`config.mk`:
```
export PLATFORM = sky130hd
export DESIGN_NAME = uart_tx_fifo
export DESIGN_NICKNAME = d
export VERILOG_FILES = /design/src/rtl/uart_tx_fifo.sv
export SDC_FILE = /design/constraint.sdc
export NUM_CORES = 1
export LEC_CHECK = 0
export BUFFER_PORTS_ARGS = -buffer_cell sky130_fd_sc_hd__buf_2
export CAP_MARGIN = 20
export CORE_MARGIN = 3
export CORE_UTILIZATION = 45
export CTS_CLUSTER_SIZE = 40
export DETAILED_ROUTE_END_ITERATION = 16
export PLACE_DENSITY = 0.73
export SETUP_SLACK_MARGIN = 0.15
export SYNTH_ARGS = -nofsm -noshare
export SYNTH_HDL_FRONTEND = slang
export SYNTH_SLANG_ARGS = --single-unit
```
`constraint.sdc`:
```
create_clock -name i_Clock -period 3.6 [get_ports i_Clock]
set_input_delay 0.54 -clock i_Clock [delete_from_list [all_inputs] [get_ports i_Clock]]
set_output_delay 0.54 -clock i_Clock [all_outputs]
set_load 0.01 [all_outputs]
```
`src/rtl/uart_tx_fifo.sv`:
```
// uart_tx_fifo: FIFO-buffered 8N1 UART transmitter, LSB first.
// Define UART_TX_PARITY_EN to add an even-parity bit before stop.
module uart_tx_fifo #(
    parameter int CLKS_PER_BIT = 87,
    parameter int FIFO_DEPTH   = 16
) (
    input  logic                        i_Clock,
    input  logic                        i_Rst_n,
    input  logic                        i_Tx_DV,
    input  logic [7:0]                  i_Tx_Byte,
    output logic                        o_Fifo_Full,
    output logic                        o_Fifo_Empty,
    output logic [$clog2(FIFO_DEPTH):0] o_Fifo_Count,
    output logic                        o_Overflow,
    output logic                        o_Tx_Active,
    output logic                        o_Tx_Serial,
    output logic                        o_Tx_Done
);

    localparam int AW = $clog2(FIFO_DEPTH);
    localparam int CW = AW + 1;
    localparam logic [15:0] BIT_LAST = 16'(CLKS_PER_BIT - 1);
    localparam logic [CW-1:0] CNT_FULL = CW'(FIFO_DEPTH);

    typedef enum logic [2:0] {
        S_IDLE,
        S_START,
        S_DATA,
`ifdef UART_TX_PARITY_EN
        S_PARITY,
`endif
        S_STOP
    } state_t;

    logic [7:0]    mem [FIFO_DEPTH];
    logic [AW-1:0] wr_ptr;
    logic [AW-1:0] rd_ptr;
    logic [CW-1:0] count_nxt;
    logic          push;
    logic          pop;

    state_t        state;
    state_t        state_nxt;
    logic [15:0]   timer;
    logic [2:0]    bit_idx;
    logic [7:0]    tx_byte;
    logic          bit_end;

    logic          line_d;
    logic          done_d;
    logic          active_d;

    // Writes are gated by the registered full flag only, so a pop on
    // the same edge cannot rescue a write attempted while full.
    assign push    = i_Tx_DV && !o_Fifo_Full;
    assign bit_end = (timer == BIT_LAST);

    // Next occupancy from this edge's push/pop pair
    always_comb begin
        count_nxt = o_Fifo_Count;
        unique case ({push, pop})
            2'b10:   count_nxt = o_Fifo_Count + CW'(1);
            2'b01:   count_nxt = o_Fifo_Count - CW'(1);
            default: count_nxt = o_Fifo_Count;
        endcase
    end

    // Byte storage; contents are don't-care until written
    always_ff @(posedge i_Clock) begin
        if (push) begin
            mem[wr_ptr] <= i_Tx_Byte;
        end
    end

    // Pointers, occupancy and registered status flags
    always_ff @(posedge i_Clock or negedge i_Rst_n) begin
        if (!i_Rst_n) begin
            wr_ptr       <= '0;
            rd_ptr       <= '0;
            o_Fifo_Count <= '0;
            o_Fifo_Full  <= 1'b0;
            o_Fifo_Empty <= 1'b1;
            o_Overflow   <= 1'b0;
        end else begin
            if (push) begin
                wr_ptr <= wr_ptr + AW'(1);
            end
            if (pop) begin
                rd_ptr <= rd_ptr + AW'(1);
            end
            o_Fifo_Count <= count_nxt;
            o_Fifo_Full  <= (count_nxt == CNT_FULL);
            o_Fifo_Empty <= (count_nxt == '0);
            o_Overflow   <= i_Tx_DV && o_Fifo_Full;
        end
    end

    // Serializer state register
    always_ff @(posedge i_Clock or negedge i_Rst_n) begin
        if (!i_Rst_n) begin
            state <= S_IDLE;
        end else begin
            state <= state_nxt;
        end
    end

    // Next state; pops happen on leaving IDLE or the last stop clock
    always_comb begin
        state_nxt = state;
        pop       = 1'b0;
        unique case (state)
            S_IDLE: begin
                if (!o_Fifo_Empty) begin
                    pop       = 1'b1;
                    state_nxt = S_START;
                end
            end
            S_START: begin
                if (bit_end) begin
                    state_nxt = S_DATA;
                end
            end
            S_DATA: begin
                if (bit_end && bit_idx == 3'd7) begin
`ifdef UART_TX_PARITY_EN
                    state_nxt = S_PARITY;
`else
                    state_nxt = S_STOP;
`endif
                end
            end
`ifdef UART_TX_PARITY_EN
            S_PARITY: begin
                if (bit_end) begin
                    state_nxt = S_STOP;
                end
            end
`endif
            S_STOP: begin
                if (bit_end) begin
                    if (!o_Fifo_Empty) begin
                        pop       = 1'b1;
                        state_nxt = S_START;
                    end else begin
                        state_nxt = S_IDLE;
                    end
                end
            end
            default: state_nxt = S_IDLE;
        endcase
    end

    // Bit timer, data bit index and the shift-register copy of the head
    always_ff @(posedge i_Clock or negedge i_Rst_n) begin
        if (!i_Rst_n) begin
            timer   <= '0;
            bit_idx <= '0;
            tx_byte <= '0;
        end else begin
            if (pop) begin
                tx_byte <= mem[rd_ptr];
            end
            if (state == S_IDLE || bit_end) begin
                timer <= '0;
            end else begin
                timer <= timer + 16'd1;
            end
            if (state != S_DATA) begin
                bit_idx <= '0;
            end else if (bit_end) begin
                bit_idx <= bit_idx + 3'd1;
            end
        end
    end

    // Line level and status decoded from the current state
    always_comb begin
        line_d   = 1'b1;
        done_d   = 1'b0;
        active_d = (state != S_IDLE);
        unique case (state)
            S_START: line_d = 1'b0;
            S_DATA:  line_d = tx_byte[bit_idx];
`ifdef UART_TX_PARITY_EN
            S_PARITY: line_d = ^tx_byte;
`endif
            S_STOP: begin
                line_d = 1'b1;
                done_d = bit_end;
            end
            default: line_d = 1'b1;
        endcase
    end

    // Registered pad outputs; reset forces the line idle at once
    always_ff @(posedge i_Clock or negedge i_Rst_n) begin
        if (!i_Rst_n) begin
            o_Tx_Serial <= 1'b1;
            o_Tx_Done   <= 1'b0;
            o_Tx_Active <= 1'b0;
        end else begin
            o_Tx_Serial <= line_d;
            o_Tx_Done   <= done_d;
            o_Tx_Active <= active_d;
        end
    end

endmodule

```
## After elaboration in Yosys (flattened, before gate mapping)

Memories as Yosys holds them, arrays and structs flattened. A register that Yosys moved wholly into a read port is not among the register bits.
Index checks and enable logic that the tools add are counted.
Widths: inputs -> output; s select.

| cells by class | value |
|---|---|
| equal/unequal tests | 13 |
| mux-type cells | 19 |
| reductions and logical operators | 11 |
| divide/modulo/power cells | 0 |
| bitwise logic cells | 0 |
| add/subtract/negate cells | 6 |
| magnitude comparators | 1 |
| $mul | 0 |
| shifts and indexed selects | 0 |

Operator list:

| kind | number |
|---|---|
| $mux 3 | 6 |
| $add 16x1->16 const B | 1 |
| $eq 16x7->1 const B | 1 |
| $mux 16 | 1 |
| $pmux 3 s4 | 1 |
| $pmux 5 s2 | 1 |
| $add 4x1->4 const B | 2 |
| $ne 2x2->1 const B | 4 |
| $mux 1 | 7 |
| $eq 3x2->1 const B | 2 |
| $add 5x1->5 const B | 1 |
| $eq 5x5->1 const B | 1 |
| $logic_not 5->1 | 1 |
| $sub 5x1->5 const B | 1 |
| $lt 3x4->1 const B | 1 |
| $pmux 1 s2 | 2 |
| $reduce_and 4->1 | 1 |
| $add 3x1->3 const B | 1 |
| $bmux 1 s3 | 1 |
| $eq 3x1->1 const B | 1 |
| $eq 3x3->1 const B | 1 |
| $logic_and 1x1->1 | 3 |
| $logic_not 3->1 | 1 |
| $ne 3x2->1 const B | 1 |
| 6 further kinds | 7 |

| word-level totals | value |
|---|---|
| word-level logic and storage cells | 63 |
| output and inout bits | 11 |
| bits in read-only memories | 0 |
| bits in latches | 0 |
| bits in registers | 41 |
| memory bits (writable) | 128 |
| memories kept | 1 |

Memory list:

| name | depth | bits a word | rd ports | clocked after memory_dff | wr ports | line | text |
|---|---|---|---|---|---|---|---|
| mem | 16 | 8 | 1 | 1 | 1 | 35 | `logic [7:0] mem [FIFO_DEPTH];` |

## Logic depth before layout (Yosys ltp)

| logic depth | value |
|---|---|
| depth after elaboration | 6 |
| depth in mapped cells | 15 |
| mapped depth without buffers | 14 |

## Least setup slack after synthesis

Ideal clock, no wire load.

| path | value |
|---|---|
| kind | flip-flop to flip-flop |
| start | register timer[8] |
| end | register o_Fifo_Full |
| arrival time | 3156 ps |
| cell stages (with the launch flop) | 13 |
| required time | 3504 ps |
| path buffers | 1 |
| slack | 349 ps |
| library setup time | 96 ps |
| cell sequence | dfrtp_1 > or4_4 > and4b_2 > o21ai_2 > inv_1 > buf_2 > ha_1 > a211o_1 > nand3_1 > o21a_1 > or4b_1 > and3_4 > a311oi_2 |

| on the way | value |
|---|---|
| word-level cells in the longest chain between the ends | 6 |
| elaborated cells on any way between the ends | 7 |
| those cells by class | eq/ne (4); mux (3) |

RTL lines:

| what | line | text |
|---|---|---|
| start: declaration | 44 | `logic [15:0] timer;` |
| start signal: assignment | 166 | `timer <= timer + 16'd1;` |
| $eq 16x7->1 * | 56 | `assign bit_end = (timer == BIT_LAST);` |
| $mux 1 * | 140 | `if (bit_end) begin` |
| $pmux 1 s2 * | 111 | `unique case (state)` |
| $eq 2x1->1 or $eq 2x2->1 (tied branches) | 61 | `unique case ({push, pop})` |
| $pmux 5 s2 * | 61 |  |
| $eq 5x5->1 * | 92 | `o_Fifo_Full <= (count_nxt == CNT_FULL);` |
| end signal: assignment | 92 |  |
| end: declaration | 11 | `output logic o_Fifo_Full,` |

Every way passes the cells marked *; elsewhere a longest branch is shown, timed or not.
A chain may end at the register's enable or synchronous reset.

## Worst setup path in the final report

Ends and elaborated chain as after synthesis.

==> flow_summary.yaml <==
outcome:
  status: "finished clean"
clocking:
  clockBufferDepth: 2
  htreeDepth: 4
  cts_root_buf: "clkbuf_16"
  cts_num_sinks: 176
  cts_tree: "built"
  clk_latency_ns: 0.43
  path_clk_slew_ns: 0.07
  cts_buffers: 17
setup_path:
  critPathKind: "reg -> reg"
  cp.arrival_ns: 3.68
  cp-end-kind: "flop"
  start_kind: "flop"
  r2r_setup_slack_ns: 0.26
  cp.required_ns: 3.94
  cp_max_fo: 4
synth:
  ys_seq_area_share_pct: 66.9
  synth_seq_cells: 176
  synth_edf_count: 128
  synthCells: 438
  synth_area_mm2: 0.00755
  yosys_warnings: 0
  synth_area_per_cell_um2: 17.2
  syn-num-nets: 464
  postSynth.asyncResetShare_pct: 27.3
  ys_types: 57
  synth_top_flop_cell: "edfxtp_1"
finish:
  post-route-util_pct: 53.2
  register_area_mm2: 0.00505
  drive_above_1_share_pct: 29.1
  multi_input_area_mm2: 0.00240
  nFillCells: 1232
  n_antenna_cell: 0
  nets: 501
  area_growth_pct: 13.9
placed_design:
  dp_hpwl_mm: 9.00
  place_ws_ns: 0.280
  io_buffers: 21
  gp_congestion: 0.759
grt:
  grt_max_degree: 49
  track_usage_pct: 16.1
  grt_pass1_wl_mm: 22.2
  first_global_vias: 4076
  grt_antenna_before_repair: 0
  gr-total-overflow: 0
floorplanning:
  initial_core_util_pct: 46.7
  num_rows: 46
  ios: 22
  die_y_um: 136
  placeableCoreArea_mm2: 0.0162
  dieArea_mm2: 0.0184
  die_width_um: 136
timing:
  timing.slew.headroom_pct: 59.7
  rsz0062_at_grt: "no"
  layout_min_cycle_time_ns: 3.34
  setup_violations: 0
  drv_slew: 0
  hold_violations: 0
  fmax_mhz: 300
  post-route-period-util_pct: 92.7
  tns_ns: 0
  finClkSkew_ns: 0.0135
  final.setup.worst_slack_ns: 0.262
  worstMarginPinSlew_ns: 0.605
routing:
  ant_nets: 0
  drt-initial-drc-count: 323
  detail_route.wl_per_cell_um: 19.8
  wirelength_mm: 14.0
  dr.pass1.iters: 4
  drc: 0
  avgViaCountPerCell: 5.64
  vias: 3969
power_and_ir_drop:
  p_leak_nw: 3.10
  p_per_area_mw_per_mm2: 768
  ir_drop_uv: 441
hold_path:
  hold_class: "in -> reg"
run:
  maxCapViolCount: 0
worst paths after layout:
path	from	end	cells past startpoint
worst max register to register	timer[8]$_DFF_PN0_	o_Fifo_Full$_DFF_PN0_	11
min in group asynchronous	i_Rst_n	timer[2]$_DFF_PN0_	2
worst min register to register	tx_byte[3]$_DFFE_PN0P_	tx_byte[3]$_DFFE_PN0P_	1
worst max-delay path	timer[8]$_DFF_PN0_	o_Fifo_Full$_DFF_PN0_	11
worst min-delay path	i_Tx_DV	o_Overflow$_DFF_PN0_	2
max in group asynchronous	i_Rst_n	o_Fifo_Empty$_DFF_PN1_	3
critical path: stages (launching register included):
cell      delay, ns
dfrtp_1        0.42
or4_4          0.54
and4b_2        0.36
o211ai_1       0.17
xnor2_1        0.23
ha_2           0.23
a211o_1        0.16
nand3_2        0.09
o21a_1         0.22
or4b_1         0.47
and3_4         0.19
a311oi_2       0.17
area by class of cell:
class                   count  share of cell area, %
flip-flops and latches    176                   58.7
multi-input cells         230                   27.9
clock buffers              17                   4.95
well taps                 216                   3.14
repair buffers             37                   2.79
clock inverters            15                   1.92
inverters                  13                  0.568
per-stage QoR:
step | total power [W] | cell area [um2] | cells | hold slack, ns
floorplan | 0.00423 | 7550 | 438 | 0.244
global placement | 0.00466 | 7880 | 663 | 0.487
detailed placement | 0.00475 | 7880 | 663 | 0.495
CTS | 0.00658 | 8470 | 695 | 0.318
global route | 0.00695 | 8600 | 704 | 0.338
finish | 0.00660 | 8600 | 704 | 0.334
flip-flops by register name, indices dropped and copies added (netlist names), 2 cells and up:
name and flops:
bit_idx 3, mem 128, o_Fifo_Count 5, rd_ptr 4
state 2, timer 16, tx_byte 8, wr_ptr 4
cells in the final DEF (no fill, tap or decap), drive strengths merged, types with 15 or more instances in the layout:
master / count
nor2: 22
xnor2: 15
clkbuf: 17
edfxtp: 128
mux4: 42
inv: 23
ha: 15
dfrtp: 46
buf: 36
and2: 20
power breakdown:
part | internal [W] | total (W) | switching (W)
logic | 0.00103 | 0.00200 | 0.000978
registers | 0.00249 | 0.00277 | 0.000278
clock network | 0.000992 | 0.00183 | 0.000835
total | 0.00451 | 0.00660 | 0.00209
timing repair:
action / CTS / global route
resized for setup: 0 / 8
endpoints found under the hold margin: 0 / 6
buffers inserted: 0 / 7
setup endpoints to repair: 0 / 3
hold buffers: 0 / 1
Yosys cell counts, types with 2 or more instances:
library cell | instances | area share, %
dfstp_2 | 2 | 0.70
mux2i_1 | 5 | 0.66
o21ai_0 | 3 | 0.20
a21oi_1 | 4 | 0.27
nor2_1 | 22 | 1.1
nand4_1 | 6 | 0.50
nor2b_1 | 6 | 0.50
nand2_1 | 14 | 0.70
buf_1 | 2 | 0.10
dfrtp_1 | 46 | 15
and2_1 | 20 | 1.7
or2_2 | 2 | 0.17
xor2_1 | 9 | 1.0
nand3_1 | 7 | 0.46
nor3_1 | 7 | 0.46
and3_1 | 3 | 0.25
inv_1 | 13 | 0.65
nand2b_1 | 2 | 0.17
buf_6 | 2 | 0.30
ha_1 | 15 | 2.5
edfxtp_1 | 128 | 51
nor4b_2 | 2 | 0.40
a21o_1 | 2 | 0.20
xnor2_1 | 15 | 1.7
clkbuf_1 | 7 | 0.35
nand4b_1 | 3 | 0.35
o211ai_1 | 2 | 0.20
mux2_2 | 11 | 1.6
a2bb2oi_1 | 2 | 0.23
mux4_2 | 42 | 13
buf_2 | 8 | 0.53
metal layers:
layer	GRT usage [%]	up-vias	share of wire, %
li1	-	1768	-
met1	22.1	2080	44
met2	26.0	103	51
met3	3.79	18	4.1
met4	4.87	0	1.3
met5	0	-	0
kinds of logic after synthesis:
kind of cell	after synthesis	share of synthesized area, %
adder cells (fa/ha/maj)	15	2.49
buffers and inverters	32	1.92
AO/OA/AOI/OAI	26	2.65
flip-flops	176	66.9
multiplexers	58	14.8
AND/OR/NAND/NOR	107	8.44
XOR/XNOR	24	2.79
Note: power is estimated with default switching activity, not from simulation.
